`config.mk`:
```
export PLATFORM = sky130hd
export DESIGN_NAME = ms_timer_sched_flat
export DESIGN_NICKNAME = d
export VERILOG_FILES = /design/src/rtl/ms_timer_pkg.sv /design/src/rtl/ms_timer_if.sv /design/src/rtl/ms_timer_channel.sv /design/src/rtl/ms_timer_sched.sv /design/src/flat_wrapper.sv
export SDC_FILE = /design/constraint.sdc
export NUM_CORES = 1
export LEC_CHECK = 0
export ABC_CLOCK_PERIOD_IN_PS = 3900
export BUFFER_PORTS_ARGS = -buffer_cell sky130_fd_sc_hd__buf_2
export CAP_MARGIN = 10
export CORE_MARGIN = 5
export CORE_UTILIZATION = 44
export DETAILED_ROUTE_END_ITERATION = 10
export GPL_ROUTABILITY_DRIVEN = 0
export PLACE_DENSITY = 0.64
export SLEW_MARGIN = 20
export SYNTH_ARGS = -nofsm -noshare
export SYNTH_HDL_FRONTEND = slang
export SYNTH_SLANG_ARGS = --single-unit
```
`constraint.sdc`:
```
create_clock -name clk -period 3.9 [get_ports clk]
set_input_delay 1.17 -clock clk [delete_from_list [all_inputs] [get_ports clk]]
set_output_delay 1.17 -clock clk [all_outputs]
set_load 0.01 [all_outputs]
```
`src/rtl/ms_timer_pkg.sv`:
```
// ----------------------------------------------------------------------------
// ms_timer_pkg
// Shared types and helpers for the millisecond timer scheduler.
//   ch_state_t     : per-channel FSM state (CH_IDLE / CH_RUN)
//   DEFAULT_CNT_W  : default width of period / remain values in ms
//   calc_div()     : system clocks per tick (CLK_HZ / TICK_HZ)
//   calc_div_w()   : width of the prescaler counter, $clog2(DIV)
// ----------------------------------------------------------------------------
package ms_timer_pkg;

    typedef enum logic {
        CH_IDLE = 1'b0,
        CH_RUN  = 1'b1
    } ch_state_t;

    localparam int DEFAULT_CNT_W = 12;

    function automatic int calc_div(input int clk_hz, input int tick_hz);
        return clk_hz / tick_hz;
    endfunction

    // DIV is at least 2, so the counter always has at least one bit.
    function automatic int calc_div_w(input int div);
        return (div < 2) ? 1 : $clog2(div);
    endfunction

endpackage

```
`src/rtl/ms_timer_if.sv`:
```
// ----------------------------------------------------------------------------
// ms_timer_if
// Requester-side bundle of the timer scheduler. Channel i occupies bit i of
// the per-channel vectors and bits [i*CNT_W +: CNT_W] of period / remain.
//   start  : per-channel start/restart pulse         (master -> slave)
//   mode   : 1 = periodic, 0 = one-shot              (master -> slave)
//   period : reload value in ms                      (master -> slave)
//   cancel : per-channel stop pulse                  (master -> slave)
//   busy   : channel is running                      (slave -> master)
//   expire : one-cycle expiry pulse                  (slave -> master)
//   remain : remaining ms                            (slave -> master)
// ----------------------------------------------------------------------------
interface ms_timer_if #(
    parameter int N_CH  = 4,
    parameter int CNT_W = 12
);
    logic [N_CH-1:0]       start;
    logic [N_CH-1:0]       mode;
    logic [N_CH*CNT_W-1:0] period;
    logic [N_CH-1:0]       cancel;
    logic [N_CH-1:0]       busy;
    logic [N_CH-1:0]       expire;
    logic [N_CH*CNT_W-1:0] remain;

    modport master (
        output start, mode, period, cancel,
        input  busy, expire, remain
    );

    modport slave (
        input  start, mode, period, cancel,
        output busy, expire, remain
    );
endinterface

```
`src/rtl/ms_timer_channel.sv`:
```
// ----------------------------------------------------------------------------
// ms_timer_channel
// One millisecond countdown channel: IDLE/RUN FSM plus remain counter.
// Ports:
//   clk, rst_n : clock, asynchronous active-low reset
//   tick       : one-cycle timebase enable (already gated by en/pause)
//   start      : start/restart pulse, loads period
//   mode       : 1 = periodic, 0 = one-shot; sampled at start and reload
//   period     : reload value in ms
//   cancel     : stop pulse, highest priority, never produces an expire
//   busy       : channel in RUN
//   expire     : one-cycle expiry pulse
//   remain     : remaining ms (0 when idle)
// Priority per cycle: cancel > start > tick.
// ----------------------------------------------------------------------------
module ms_timer_channel
    import ms_timer_pkg::*;
#(
    parameter int CNT_W = DEFAULT_CNT_W
) (
    input  logic             clk,
    input  logic             rst_n,
    input  logic             tick,
    input  logic             start,
    input  logic             mode,
    input  logic [CNT_W-1:0] period,
    input  logic             cancel,
    output logic             busy,
    output logic             expire,
    output logic [CNT_W-1:0] remain
);

    ch_state_t        state_q,  state_d;
    logic [CNT_W-1:0] remain_q, remain_d;
    logic             expire_q, expire_d;
    logic             mode_q,   mode_d;

    // State register: all outputs come straight from flops.
    // NOTE: sequential state uses non-blocking assignments so every flop
    // samples pre-edge values regardless of statement order.
    always_ff @(posedge clk or negedge rst_n) begin
        if (!rst_n) begin
            state_q  <= CH_IDLE;
            remain_q <= '0;
            expire_q <= 1'b0;
            mode_q   <= 1'b0;
        end else begin
            state_q  <= state_d;
            remain_q <= remain_d;
            expire_q <= expire_d;
            mode_q   <= mode_d;
        end
    end

    // Next-state logic.
    always_comb begin
        // NOTE: every variable gets a default first, so no path through the
        // branches below can leave one unassigned and infer a latch.
        state_d  = state_q;
        remain_d = remain_q;
        expire_d = 1'b0;
        mode_d   = mode_q;

        if (cancel) begin
            // Silent stop, even when a tick would expire this very cycle.
            state_d  = CH_IDLE;
            remain_d = '0;
        end else if (start) begin
            if (period != '0) begin
                // Restart drops any tick pending this cycle.
                state_d  = CH_RUN;
                remain_d = period;
                mode_d   = mode;
            end else begin
                // Zero period expires immediately without ever running.
                state_d  = CH_IDLE;
                remain_d = '0;
                expire_d = 1'b1;
            end
        end else if (state_q == CH_RUN && tick) begin
            if (remain_q > CNT_W'(1)) begin
                remain_d = remain_q - CNT_W'(1);
            end else begin
                expire_d = 1'b1;
                if (mode_q && period != '0) begin
                    // Periodic reload picks up the period present right now.
                    remain_d = period;
                    mode_d   = mode;
                end else begin
                    state_d  = CH_IDLE;
                    remain_d = '0;
                end
            end
        end
    end

    // Output logic.
    always_comb begin
        busy   = (state_q == CH_RUN);
        expire = expire_q;
        remain = remain_q;
    end

endmodule

```
`src/rtl/ms_timer_sched.sv`:
```
// ----------------------------------------------------------------------------
// ms_timer_sched
// Shared 1 ms timebase plus N_CH independent millisecond countdown timers.
// A free-running prescaler produces a one-cycle tick_ms enable every DIV
// clocks (no divided clock); each channel counts down on that tick.
// Ports:
//   clk, rst_n : clock, asynchronous active-low reset
//   en         : global timebase enable; 0 clears the prescaler, freezes channels
//   pause      : (only with MSTMR_PAUSE_EN) holds the prescaler phase,
//                freezes channels; start/cancel keep working
//   tick_ms    : one-cycle pulse every DIV cycles
//   bus        : ms_timer_if.slave, per-channel start/mode/period/cancel in,
//                busy/expire/remain out
// Configuration macro: MSTMR_PAUSE_EN adds the pause input.
// ----------------------------------------------------------------------------
module ms_timer_sched
    import ms_timer_pkg::*;
#(
    parameter int CLK_HZ  = 50_000_000,
    parameter int TICK_HZ = 1000,
    parameter int N_CH    = 4,
    parameter int CNT_W   = DEFAULT_CNT_W
) (
    input  logic        clk,
    input  logic        rst_n,
    input  logic        en,
`ifdef MSTMR_PAUSE_EN
    input  logic        pause,
`endif
    output logic        tick_ms,
    ms_timer_if.slave   bus
);

    localparam int               DIV   = calc_div(CLK_HZ, TICK_HZ);
    localparam int               DIV_W = calc_div_w(DIV);
    localparam logic [DIV_W-1:0] LAST  = DIV_W'(DIV - 1);

    logic             hold;
    logic [DIV_W-1:0] pre_cnt;
    logic             ch_tick;

`ifdef MSTMR_PAUSE_EN
    assign hold = pause;
`else
    assign hold = 1'b0;
`endif

    // Prescaler: tick_ms is registered, high in the cycle after pre_cnt==DIV-1.
    // Pause keeps the phase so a partial millisecond is not lost.
    always_ff @(posedge clk or negedge rst_n) begin
        if (!rst_n) begin
            pre_cnt <= '0;
            tick_ms <= 1'b0;
        end else if (!en) begin
            pre_cnt <= '0;
            tick_ms <= 1'b0;
        end else if (hold) begin
            tick_ms <= 1'b0;
        end else begin
            tick_ms <= (pre_cnt == LAST);
            pre_cnt <= (pre_cnt == LAST) ? '0 : pre_cnt + DIV_W'(1);
        end
    end

    // A tick already registered must not leak into channels once the
    // timebase is stopped, so it is also gated with the current controls.
    assign ch_tick = tick_ms & en & ~hold;

    logic [N_CH-1:0]       busy_v;
    logic [N_CH-1:0]       expire_v;
    logic [N_CH*CNT_W-1:0] remain_v;

    for (genvar i = 0; i < N_CH; i++) begin : g_ch
        ms_timer_channel #(.CNT_W(CNT_W)) u_ch (
            .clk    (clk),
            .rst_n  (rst_n),
            .tick   (ch_tick),
            .start  (bus.start[i]),
            .mode   (bus.mode[i]),
            .period (bus.period[i*CNT_W +: CNT_W]),
            .cancel (bus.cancel[i]),
            .busy   (busy_v[i]),
            .expire (expire_v[i]),
            .remain (remain_v[i*CNT_W +: CNT_W])
        );
    end

    assign bus.busy   = busy_v;
    assign bus.expire = expire_v;
    assign bus.remain = remain_v;

endmodule

```
`src/flat_wrapper.sv`:
```
// flat-port wrapper written by rule: the top's interface ports become plain ports
module ms_timer_sched_flat import ms_timer_pkg::*;
#(
    parameter int CLK_HZ  = 50_000_000,
    parameter int TICK_HZ = 1000,
    parameter int N_CH    = 4,
    parameter int CNT_W   = DEFAULT_CNT_W
)
  (clk, rst_n, en, tick_ms, bus_start, bus_mode, bus_period, bus_cancel, bus_busy, bus_expire, bus_remain);
  ms_timer_if #(.N_CH(N_CH), .CNT_W(CNT_W)) bus_i ();
  input  logic clk;
  input  logic rst_n;
  input  logic en;
  output logic tick_ms;
  input wire logic [$bits(bus_i.start)-1:0] bus_start;
  input wire logic [$bits(bus_i.mode)-1:0] bus_mode;
  input wire logic [$bits(bus_i.period)-1:0] bus_period;
  input wire logic [$bits(bus_i.cancel)-1:0] bus_cancel;
  output wire logic [$bits(bus_i.busy)-1:0] bus_busy;
  output wire logic [$bits(bus_i.expire)-1:0] bus_expire;
  output wire logic [$bits(bus_i.remain)-1:0] bus_remain;
  assign bus_i.start = bus_start;
  assign bus_i.mode = bus_mode;
  assign bus_i.period = bus_period;
  assign bus_i.cancel = bus_cancel;
  assign bus_busy = bus_i.busy;
  assign bus_expire = bus_i.expire;
  assign bus_remain = bus_i.remain;
  ms_timer_sched #(.CLK_HZ(CLK_HZ), .TICK_HZ(TICK_HZ), .N_CH(N_CH), .CNT_W(CNT_W)) u_core (.clk(clk), .rst_n(rst_n), .en(en), .tick_ms(tick_ms), .bus(bus_i));
endmodule
```
# After elaboration in Yosys (flattened, before gate mapping)
# Cells that the tools add are included.
[op_classes] n_addsub=5 n_bitwise=5 n_reduce_logical=32 eq_ne=17 n_lt_le_gt_ge=4 n_mux=91
[ops] cell="$mux 12" count=24
[ops] cell="$mux 1" count=65
[ops] cell="$gt 12x1->1 const B" count=4
[ops] cell="$reduce_bool 12->1" count=4
[ops] cell="$sub 12x1->12 const B" count=4
[ops] cell="$mux 16" count=2
[ops] cell="$ne 3x3->1 const B" count=8
[ops] cell="$reduce_and 5->1" count=4
[ops] cell="$add 16x1->16 const B" count=1
[ops] cell="$eq 16x16->1 const B" count=1
[ops] cell="$reduce_bool 2->1" count=8
[ops] cell="$reduce_and 3->1" count=4
[ops] cell="$reduce_bool 3->1" count=4
[ops] cell="$logic_and 1x1->1" count=8
[ops] cell="$ne 2x1->1 const B" count=4
[ops] cell="$ne 2x2->1 const B" count=4
[ops] cell="$not 1->1" count=4
[ops] cell="$and 1x1->1" count=1
[totals] out_inout_bits=57 regBits=77 inputBits=63

# Logic depth before layout (Yosys ltp)
# Gate-level depths: netlist (run 1).
[depth] depth_word=7 mapped_depth=9 ltp_nobuf=7

# Hierarchy
# A second synthesis (run 1) with hierarchy kept.
[unflattened] cells_unflattened=506 area_unflattened_um2=4852.2
[by_module_without_submodules] module="ms_timer_channel at u_core.g_ch[0].u_ch ..." seq_area_each_um2=375.4 area_each_um2=1008.5 cells_per_inst=106 instances=3
[by_module_without_submodules] module="ms_timer_channel at u_core.g_ch[3].u_ch" seq_area_each_um2=375.4 area_each_um2=984.7 cells_per_inst=105 instances=1
[by_module_without_submodules] module="ms_timer_sched" seq_area_each_um2=425.4 area_each_um2=842.1 cells_per_inst=83 instances=1

# Worst setup path after synthesis (run 1)
# Ideal clock, no wire load.
[synth_path] path_kind="input to register" from="in bus_start[2]" to="reg u_core.g_ch[2].u_ch.remain_q[10]" cell_stages=6 setup_slack_ps=1189 arrival_time_ps=2645 path_cell_list="clkbuf_1 -> or2_2 -> or2_2 -> a21oi_1 -> nor3b_1 -> a221o_1"
[synth_between] elab_chain_len=2
[synth_lines] element="start: declaration" line="flat_wrapper.sv:15" text="input wire logic [$bits(bus_i.start)-1:0] bus_start;"
[synth_lines] element="$mux 12" line="ms_timer_channel.sv:68" text="end else if (start) begin"
[synth_lines] element="$mux 12" line="ms_timer_channel.sv:64" text="if (cancel) begin"
[synth_lines] element="end signal: assignment" line="ms_timer_channel.sv:49" text="remain_q <= remain_d;"
[synth_lines] element="end: declaration" line="ms_timer_channel.sv:34" text="logic [CNT_W-1:0] remain_q, remain_d;"
# Parallel ways exist; a longest one is shown, timed or not.
# A chain may end at the register's enable or synchronous reset.

# Final worst setup path (run 1)
[layout_path] from="in en" to="reg u_core.g_ch[2].u_ch.remain_q[8]"
[layout_between] elab_chain_len=3
[layout_lines] element="start: declaration" line="flat_wrapper.sv:13" text="input logic en;"
[layout_lines] element="$and 1x1->1" line="ms_timer_sched.sv:67" text="assign ch_tick = tick_ms & en & ~hold;"
[layout_lines] element="$logic_and 1x1->1" line="ms_timer_channel.sv:80" text="end else if (state_q == CH_RUN && tick) begin"
[layout_lines] element="$reduce_bool 3->1 (no source line)"
# No other way between the ends.

==> flow_summary.json, run 1 <==
{
  "gr_usage_total_pct": 21.4,
  "wire_per_inst_um": 17.2,
  "yosys.cell_types.count": 66,
  "finish.cell_count_without_fillers": 809,
  "combPwrFrac_pct": 25.8,
  "max-vdd-ir-drop_mv": 0.165,
  "worstPathRequired_ps": 4190,
  "antenna_found_initial": 0,
  "slew-limit-headroom_pct": 37.0,
  "fp.dieH_um": 115,
  "finalSetupViolCount": 0,
  "post_cts.repair.setup_buffers": 0,
  "status": "completed",
  "detail-route-antenna-nets": 0,
  "timing.fmax_ghz": 0.362,
  "final_period_minus_worst_setup_slack_ps": 2760,
  "detailed_place_hpwl_mm": 10.4,
  "met2_track_demand_over_resource_in_global_routing_pct": 34.5,
  "netSwitchingPower_uw": 722,
  "internal-power_uw": 1410,
  "period_share_pct": 70.8,
  "fillerInstances": 1049,
  "path_cells": "buf_2, nand3_1, nor4b_1, a31o_2, and2_1, a221o_1",
  "top_usage_layer": "met2",
  "cts_hold_buf": 0,
  "type_of_destination_of_the_critical_path": "register",
  "ys_ff_latch": 77,
  "port-buffer-count": 119,
  "post_synth_inst_count": 559,
  "cp_max_fo": 13,
  "crit_family": "simple AND/OR/NAND/NOR gates",
  "cts_max_level": 3,
  "routed-via-count": 4838,
  "wl_mm": 14.0,
  "tritoncts": "yes",
  "power.share.sequential_pct": 44.7,
  "synth.net_count": 631,
  "slew_violations": 0,
  "final_area_mm2": 0.00573,
  "cp_slowest_stage_delay_ps": 810,
  "timing.setup.tns_ps": 0,
  "floorplan.core_area_mm2": 0.0108,
  "setup_repair_after_global_routing_missed_its_margin": "false",
  "synthArstFlopShare_pct": 100,
  "clockRootBuffer": "sky130_fd_sc_hd__clkbuf_8",
  "worst_clock_skew_ps": 15.7,
  "timing.setup.critical_path_class": "in2reg",
  "ios": 120,
  "cts_sinks": 77,
  "yosys_warnings": 0,
  "power.density_mw_per_mm2": 373,
  "timing.hold.ws_ps": 489,
  "clockPowerShare_pct": 29.5,
  "synth_area_per_cell_um2": 8.73,
  "area.growth.synth_to_final_pct": 17.3,
  "grt_max_degree": 78,
  "antennaDiodeCount": 0,
  "synth_edf_count": 0,
  "power_switching_share_pct": 33.8,
  "cp.buffers_inverters": 1,
  "critPathArrivalTime_ps": 3050,
  "via_count_of_the_first_global_routing_pass": 4798,
  "grt_use_met1_pct": 29.2,
  "hp-class": "reg2reg",
  "most_frequent_standard_cell_in_the_layout_excluding_fill_and_tap_cells": "sky130_fd_sc_hd__buf_2",
  "clk_latency_ps": 360,
  "dp_cells": 794,
  "critical_path.slowest_cell": "sky130_fd_sc_hd__nor4b_1",
  "die_area_mm2": 0.0133,
  "number_of_buffers_created_by_cts": 9,
  "drive_gt1_share_pct": 23.0,
  "max_cap_viol_count": 0,
  "met3_track_demand_over_resource_pct": 3.58,
  "layout_common_cells": "sky130_fd_sc_hd__buf_2 (118), sky130_fd_sc_hd__dfrtp_1 (77), sky130_fd_sc_hd__nor2_1 (61), sky130_fd_sc_hd__nand2_1 (49), sky130_fd_sc_hd__nand3_1 (31)",
  "chipWidth_um": 115,
  "drt_drc_violations_left": 0,
  "type_of_origin_of_the_critical_path": "input pin",
  "cts-resized-gates": 0,
  "post-route-util_pct": 52.9,
  "global_route.overflow_total": 0,
  "grt_pass1_wl_mm": 23.2,
  "route.detailed.vias_per_inst": 5.98,
  "num_rows": 38,
  "post_synth_instance_area_mm2": 0.00488,
  "detailed_place.area_mm2": 0.00553,
  "floorplan.initialDensity_pct": 45.0,
  "synth_flop_cell": "sky130_fd_sc_hd__dfrtp_1",
  "drt_iter0_markers": 341,
  "power.static_leakage_uw": 0.00269,
  "synth-seq-area-share_pct": 39.5,
  "hold_viol": 0,
  "drtPass1Iterations": 6,
  "final_net_count": 737,
  "worstMarginPinSlew_ps": 932,
  "clock_tree.buffer_depth": 2,
  "path_clk_slew_ps": 80
}
## power by group through the flow
stage / Combinational (uW) / Sequential (uW) / Clock [uW]
after floorplan: 347 / 971 / 0
after global placement: 543 / 964 / 0
after detailed placement: 549 / 968 / 0
after CTS: 551 / 952 / 648
after global routing: 613 / 968 / 687
final: 551 / 955 / 629
## worst register-to-register path, stage by stage (launching register included)
cell,delay (ps)
sky130_fd_sc_hd__dfrtp_1,450
sky130_fd_sc_hd__or4_4,580
sky130_fd_sc_hd__nor4_4,410
sky130_fd_sc_hd__a21o_1,480
sky130_fd_sc_hd__o21ai_0,180
sky130_fd_sc_hd__a221o_1,310
## kinds of logic after synthesis
logic type	count (synthesis)	synth area share, %
AO/OA/AOI/OAI	137	20.3
buffers and inverters	46	4.64
adder cells (fa/ha/maj)	9	2.31
AND/OR/NAND/NOR	270	29.6
flip-flops	77	39.5
XOR/XNOR	17	3.05
multiplexers	3	0.641
## sequential cells by signal, indices dropped and copies added, names as in the netlist
name and flops:
u_core.pre_cnt 16, u_core.g_ch.u_ch.busy 4, u_core.g_ch.u_ch.expire 4, u_core.g_ch.u_ch.remain 48
u_core.g_ch.u_ch.mode_q 4, u_core.tick_ms 1
## path summary, 6_finish.rpt
check	slack, ps	cells past startpoint	from	to
worst max-delay path	1140	6	en	u_core.g_ch[2].u_ch.remain[8]$_DFFE_PN0P_
worst min-delay path	490	1	u_core.pre_cnt[0]$_DFF_PN0_	u_core.pre_cnt[0]$_DFF_PN0_
worst max register to register	1370	5	u_core.g_ch[1].u_ch.remain[4]$_DFFE_PN0P_	u_core.g_ch[1].u_ch.remain[10]$_DFFE_PN0P_
worst min register to register	490	1	u_core.pre_cnt[0]$_DFF_PN0_	u_core.pre_cnt[0]$_DFF_PN0_
max in group asynchronous	2540	1	rst_n	u_core.g_ch[1].u_ch.remain[11]$_DFFE_PN0P_
min in group asynchronous	800	1	rst_n	u_core.g_ch[0].u_ch.remain[1]$_DFFE_PN0P_
## per-stage QoR
stage | setup slack [ps] | power, uW
3_3_place_gp | 952 | 1510
5_1_grt | 833 | 2270
4_1_cts | 1160 | 2150
3_5_place_dp | 789 | 1520
2_1_floorplan | 1190 | 1320
6_report | 1140 | 2130
## synth_stat cells (3+ instances only)
master,count,area share (%)
sky130_fd_sc_hd__a211oi_1,3,0.46
sky130_fd_sc_hd__a21o_1,6,0.92
sky130_fd_sc_hd__a21oi_1,28,2.9
sky130_fd_sc_hd__a221o_1,17,3.5
sky130_fd_sc_hd__a221oi_1,3,0.54
sky130_fd_sc_hd__a311oi_1,3,0.54
sky130_fd_sc_hd__a31o_2,3,0.54
sky130_fd_sc_hd__a31oi_1,10,1.3
sky130_fd_sc_hd__and2_1,8,1.0
sky130_fd_sc_hd__and3_1,10,1.3
sky130_fd_sc_hd__and4_1,7,1.3
sky130_fd_sc_hd__buf_2,4,0.41
sky130_fd_sc_hd__buf_4,9,1.4
sky130_fd_sc_hd__clkbuf_1,12,0.92
sky130_fd_sc_hd__dfrtp_1,77,39
sky130_fd_sc_hd__ha_1,9,2.3
sky130_fd_sc_hd__inv_1,18,1.4
sky130_fd_sc_hd__nand2_1,49,3.8
sky130_fd_sc_hd__nand2b_1,4,0.51
sky130_fd_sc_hd__nand3_1,31,3.2
sky130_fd_sc_hd__nand4_1,8,1.0
sky130_fd_sc_hd__nor2_1,61,4.7
sky130_fd_sc_hd__nor3_1,24,2.5
sky130_fd_sc_hd__nor3b_1,13,2.0
sky130_fd_sc_hd__nor4_1,24,3.1
sky130_fd_sc_hd__o211ai_1,5,0.77
sky130_fd_sc_hd__o21ai_0,25,2.6
sky130_fd_sc_hd__o221ai_1,3,0.54
sky130_fd_sc_hd__o2bb2ai_1,4,0.72
sky130_fd_sc_hd__o31a_1,3,0.54
sky130_fd_sc_hd__o31ai_1,3,0.46
sky130_fd_sc_hd__or2_2,4,0.51
sky130_fd_sc_hd__or3_1,8,1.0
sky130_fd_sc_hd__or4_1,5,0.77
sky130_fd_sc_hd__xnor2_1,7,1.3
sky130_fd_sc_hd__xor2_1,10,1.8
## layer usage
metal	up-vias	routed length (um)
met4	0	229
met3	21	988
met2	179	6480
met1	2318	6260
met5	-	0
li1	2320	-
## final cells by class
cell class,instances,area [um^2],share of cell area (%)
Clock buffer,11,151,2.64
Clock inverter,4,47.5,0.830
Inverter,18,67.6,1.18
Multi-Input combinational cell,436,2730,47.6
Sequential cell,77,1930,33.6
Tap cell,140,175,3.06
Timing Repair Buffer,123,632,11.0
Note: power is estimated with default switching activity, not from simulation.
==> inputs of run 2 (changes only) <==
--- a/config.mk
+++ b/config.mk
@@ -5,14 +5,15 @@
 export SDC_FILE = /design/constraint.sdc
 export NUM_CORES = 1
 export LEC_CHECK = 0
-export ABC_CLOCK_PERIOD_IN_PS = 3900
+export ABC_AREA = 1
+export ABC_CLOCK_PERIOD_IN_PS = 2450
 export BUFFER_PORTS_ARGS = -buffer_cell sky130_fd_sc_hd__buf_2
 export CAP_MARGIN = 10
 export CORE_MARGIN = 5
 export CORE_UTILIZATION = 44
 export DETAILED_ROUTE_END_ITERATION = 10
 export GPL_ROUTABILITY_DRIVEN = 0
-export PLACE_DENSITY = 0.64
+export PLACE_DENSITY = 0.65
 export SLEW_MARGIN = 20
 export SYNTH_ARGS = -nofsm -noshare
 export SYNTH_HDL_FRONTEND = slang
==> constraint.sdc (replaced) <==
create_clock -name clk -period 2.45 [get_ports clk]
set_input_delay 0.735 -clock clk [delete_from_list [all_inputs] [get_ports clk]]
set_output_delay 0.735 -clock clk [all_outputs]
set_load 0.01 [all_outputs]
==> run 2 against run 1 <==
Compared with the run above:
- routed wire length increased by 6.2%
- first-iteration DRC count decreased by 10%
- register-to-register slack got worse by 770 ps
- clock power grew 130%
- sequential power up 66%
- final cell count rose by 50%
- hold slack lost 220 ps
- design area up 19%
- die area grew 16%
- critical endpoint is now u_core.g_ch[1].u_ch.remain[3]$_DFFE_PN0P_
- highest routed layer unchanged
==> flow_summary.json, run 2 <==
{
  "floorplan.core_area_mm2": 0.0127,
  "ios": 120,
  "num_rows": 41,
  "fillerInstances": 1364,
  "finalSetupViolCount": 0,
  "via_count_of_the_first_global_routing_pass": 5486,
  "final_net_count": 1107,
  "final_period_minus_worst_setup_slack_ps": 1850,
  "yosys.cell_types.count": 36,
  "drive_gt1_share_pct": 18.0,
  "clockRootBuffer": "sky130_fd_sc_hd__clkbuf_16",
  "clock_tree.buffer_depth": 2,
  "timing.rr.end": "u_core.g_ch[1].u_ch.remain[3]$_DFFE_PN0P_",
  "post_synth_instance_area_mm2": 0.00574,
  "port-buffer-count": 119,
  "drt_drc_violations_left": 0,
  "synth_area_per_cell_um2": 6.27,
  "synth-seq-area-share_pct": 33.6,
  "max_cap_viol_count": 0,
  "status": "completed",
  "worst_clock_skew_ps": 4.73,
  "antennaDiodeCount": 0,
  "dp_cells": 1196,
  "clk_latency_ps": 340,
  "fp.dieH_um": 124,
  "synth.net_count": 988,
  "layout_common_cells": "sky130_fd_sc_hd__nand2_1 (411), sky130_fd_sc_hd__buf_2 (118), sky130_fd_sc_hd__nor2_1 (109), sky130_fd_sc_hd__inv_1 (85), sky130_fd_sc_hd__dfrtp_1 (77)",
  "detail-route-antenna-nets": 0,
  "number_of_buffers_created_by_cts": 9,
  "antenna_found_initial": 0,
  "route.detailed.vias_per_inst": 4.82,
  "area.growth.synth_to_final_pct": 18.9,
  "slew-limit-headroom_pct": 71.2,
  "synth_area_leaders": "sky130_fd_sc_hd__dfrtp_1 (34%), sky130_fd_sc_hd__nand2_1 (27%), sky130_fd_sc_hd__nor2_1 (7.1%)",
  "cts_max_level": 3,
  "wire_per_inst_um": 12.2,
  "cts_hold_buf": 0,
  "reg2reg_slack_ps": 600,
  "hold_viol": 0,
  "timing.hold.ws_ps": 273,
  "critical_path.reg2reg.startpoint": "u_core.g_ch[1].u_ch.remain[0]$_DFFE_PN0P_",
  "post_synth_inst_count": 916,
  "timing.setup.tns_ps": 0,
  "drt_iter0_markers": 306,
  "wl_mm": 14.8,
  "hp-class": "in2async",
  "cp_max_fo": 8,
  "power.density_mw_per_mm2": 668,
  "timing.reg2reg.worst_path_depth": 11,
  "synth_edf_count": 0,
  "cts_sinks": 77,
  "most_frequent_standard_cell_in_the_layout_excluding_fill_and_tap_cells": "sky130_fd_sc_hd__nand2_1",
  "grt_max_degree": 40,
  "yosysTopAreaCell": "sky130_fd_sc_hd__dfrtp_1",
  "chipWidth_um": 124,
  "die_area_mm2": 0.0154,
  "grt_pass1_wl_mm": 25.3,
  "routed-via-count": 5836,
  "worstPathRequired_ps": 2680,
  "period_share_pct": 75.3,
  "worstMarginPinSlew_ps": 432,
  "tritoncts": "yes",
  "gr_usage_total_pct": 19.3,
  "finish.cell_count_without_fillers": 1212,
  "ys_ff_latch": 77,
  "global_route.overflow_total": 0,
  "timing.setup.critical_path_class": "reg2reg",
  "post_cts.repair.setup_buffers": 0,
  "drtPass1Iterations": 5,
  "max-vdd-ir-drop_mv": 0.275,
  "total_power_uw": 4550,
  "yosys_warnings": 0,
  "synthArstFlopShare_pct": 100,
  "timing.fmax_ghz": 0.542,
  "type_of_origin_of_the_critical_path": "register",
  "critPathArrivalTime_ps": 2080,
  "cts-resized-gates": 0,
  "largest_register_ff_count": 48,
  "setup_repair_after_global_routing_missed_its_margin": "false",
  "slew_violations": 0,
  "power.static_leakage_uw": 0.00389,
  "synthDominantCellAreaShare_pct": 33.6,
  "detailed_place_hpwl_mm": 11.7,
  "floorplan.initialDensity_pct": 45.1,
  "path_clk_slew_ps": 60,
  "synth_flop_cell": "sky130_fd_sc_hd__dfrtp_1",
  "type_of_destination_of_the_critical_path": "register",
  "synthMostInstantiatedCell": "sky130_fd_sc_hd__nand2_1",
  "netlist_top_cells_count": "sky130_fd_sc_hd__nand2_1 (411), sky130_fd_sc_hd__nor2_1 (109), sky130_fd_sc_hd__inv_1 (85), sky130_fd_sc_hd__dfrtp_1 (77), sky130_fd_sc_hd__nand3_1 (66)"
}
==> run 2: cell count changes after synthesis, sizes merged, moves of 15 or more <==
cell and change:
nand2 +368, xor2 +15, inv +81, a221o -17
nand3 +41, a21oi -17, nor4 -23, nor2 +64
==> run 2: logic make-up after synthesis <==
group | share of synthesized area, %
AO/OA/AOI/OAI | 3.10
XOR/XNOR | 4.43
buffers and inverters | 8.13
adder cells (fa/ha/maj) | 1.96
AND/OR/NAND/NOR | 48.8
flip-flops | 33.6
==> run 2: layout make-up <==
cell class	count	area, um^2	share of cell area (%)
clock inverters	4	70.1	1.03
multi-input cells	724	3350	49.0
clock buffers	12	256	3.76
repair buffers	121	626	9.17
flip-flops and latches	77	1930	28.2
inverters	102	383	5.61
well taps	172	215	3.15
==> run 2: metrics by stage <==
step,cell area (um^2),setup WS (ps),utilization [%]
floorplan,5740,759,-
global placement,6500,398,51.1
detailed placement,6500,384,51.1
CTS,6820,604,53.6
global route,6820,452,53.6
finish,6820,605,53.6
==> run 2: critical path, cell delays in order (launching register included) <==
cell,delay [ps]
sky130_fd_sc_hd__dfrtp_1,420
sky130_fd_sc_hd__inv_1,110
sky130_fd_sc_hd__ha_1,240
sky130_fd_sc_hd__nor2_1,80
sky130_fd_sc_hd__nor2_2,130
sky130_fd_sc_hd__nand4_2,160
sky130_fd_sc_hd__nand2_1,170
sky130_fd_sc_hd__inv_1,160
sky130_fd_sc_hd__nand2_1,100
sky130_fd_sc_hd__nand2_1,50
sky130_fd_sc_hd__nand2_1,50
sky130_fd_sc_hd__nand2_1,60
==> run 2: worst max path at each step <==
stage	to	slack (ps)	startpoint
2_1_floorplan	u_core.g_ch[1].u_ch.remain[0]$_DFFE_PN0P_	760	bus_period[23]
3_3_place_gp	u_core.g_ch[2].u_ch.remain[5]$_DFFE_PN0P_	400	en
3_5_place_dp	u_core.g_ch[2].u_ch.remain[5]$_DFFE_PN0P_	380	en
4_1_cts	u_core.g_ch[1].u_ch.remain[3]$_DFFE_PN0P_	600	u_core.g_ch[1].u_ch.remain[0]$_DFFE_PN0P_
5_1_grt	u_core.g_ch[1].u_ch.remain[7]$_DFFE_PN0P_	450	u_core.g_ch[1].u_ch.remain[0]$_DFFE_PN0P_
6_report	u_core.g_ch[1].u_ch.remain[3]$_DFFE_PN0P_	600	u_core.g_ch[1].u_ch.remain[0]$_DFFE_PN0P_
==> run 2: power by group <==
group | internal [uW] | switching [uW]
logic | 554 | 939
clock network | 945 | 524
registers | 1400 | 191
total | 2900 | 1650
==> run 2: per-layer routing <==
metal  wire length (um)  part of all wire, %  vias up  GRT usage [%]
li1                   -                    -     3064              -
met1               6990                   47     2629           25.7
met2               6810                   46      126           31.3
met3                756                  5.1       17           4.03
met4                256                  1.7        0           6.32
met5                  0                    0        -              0
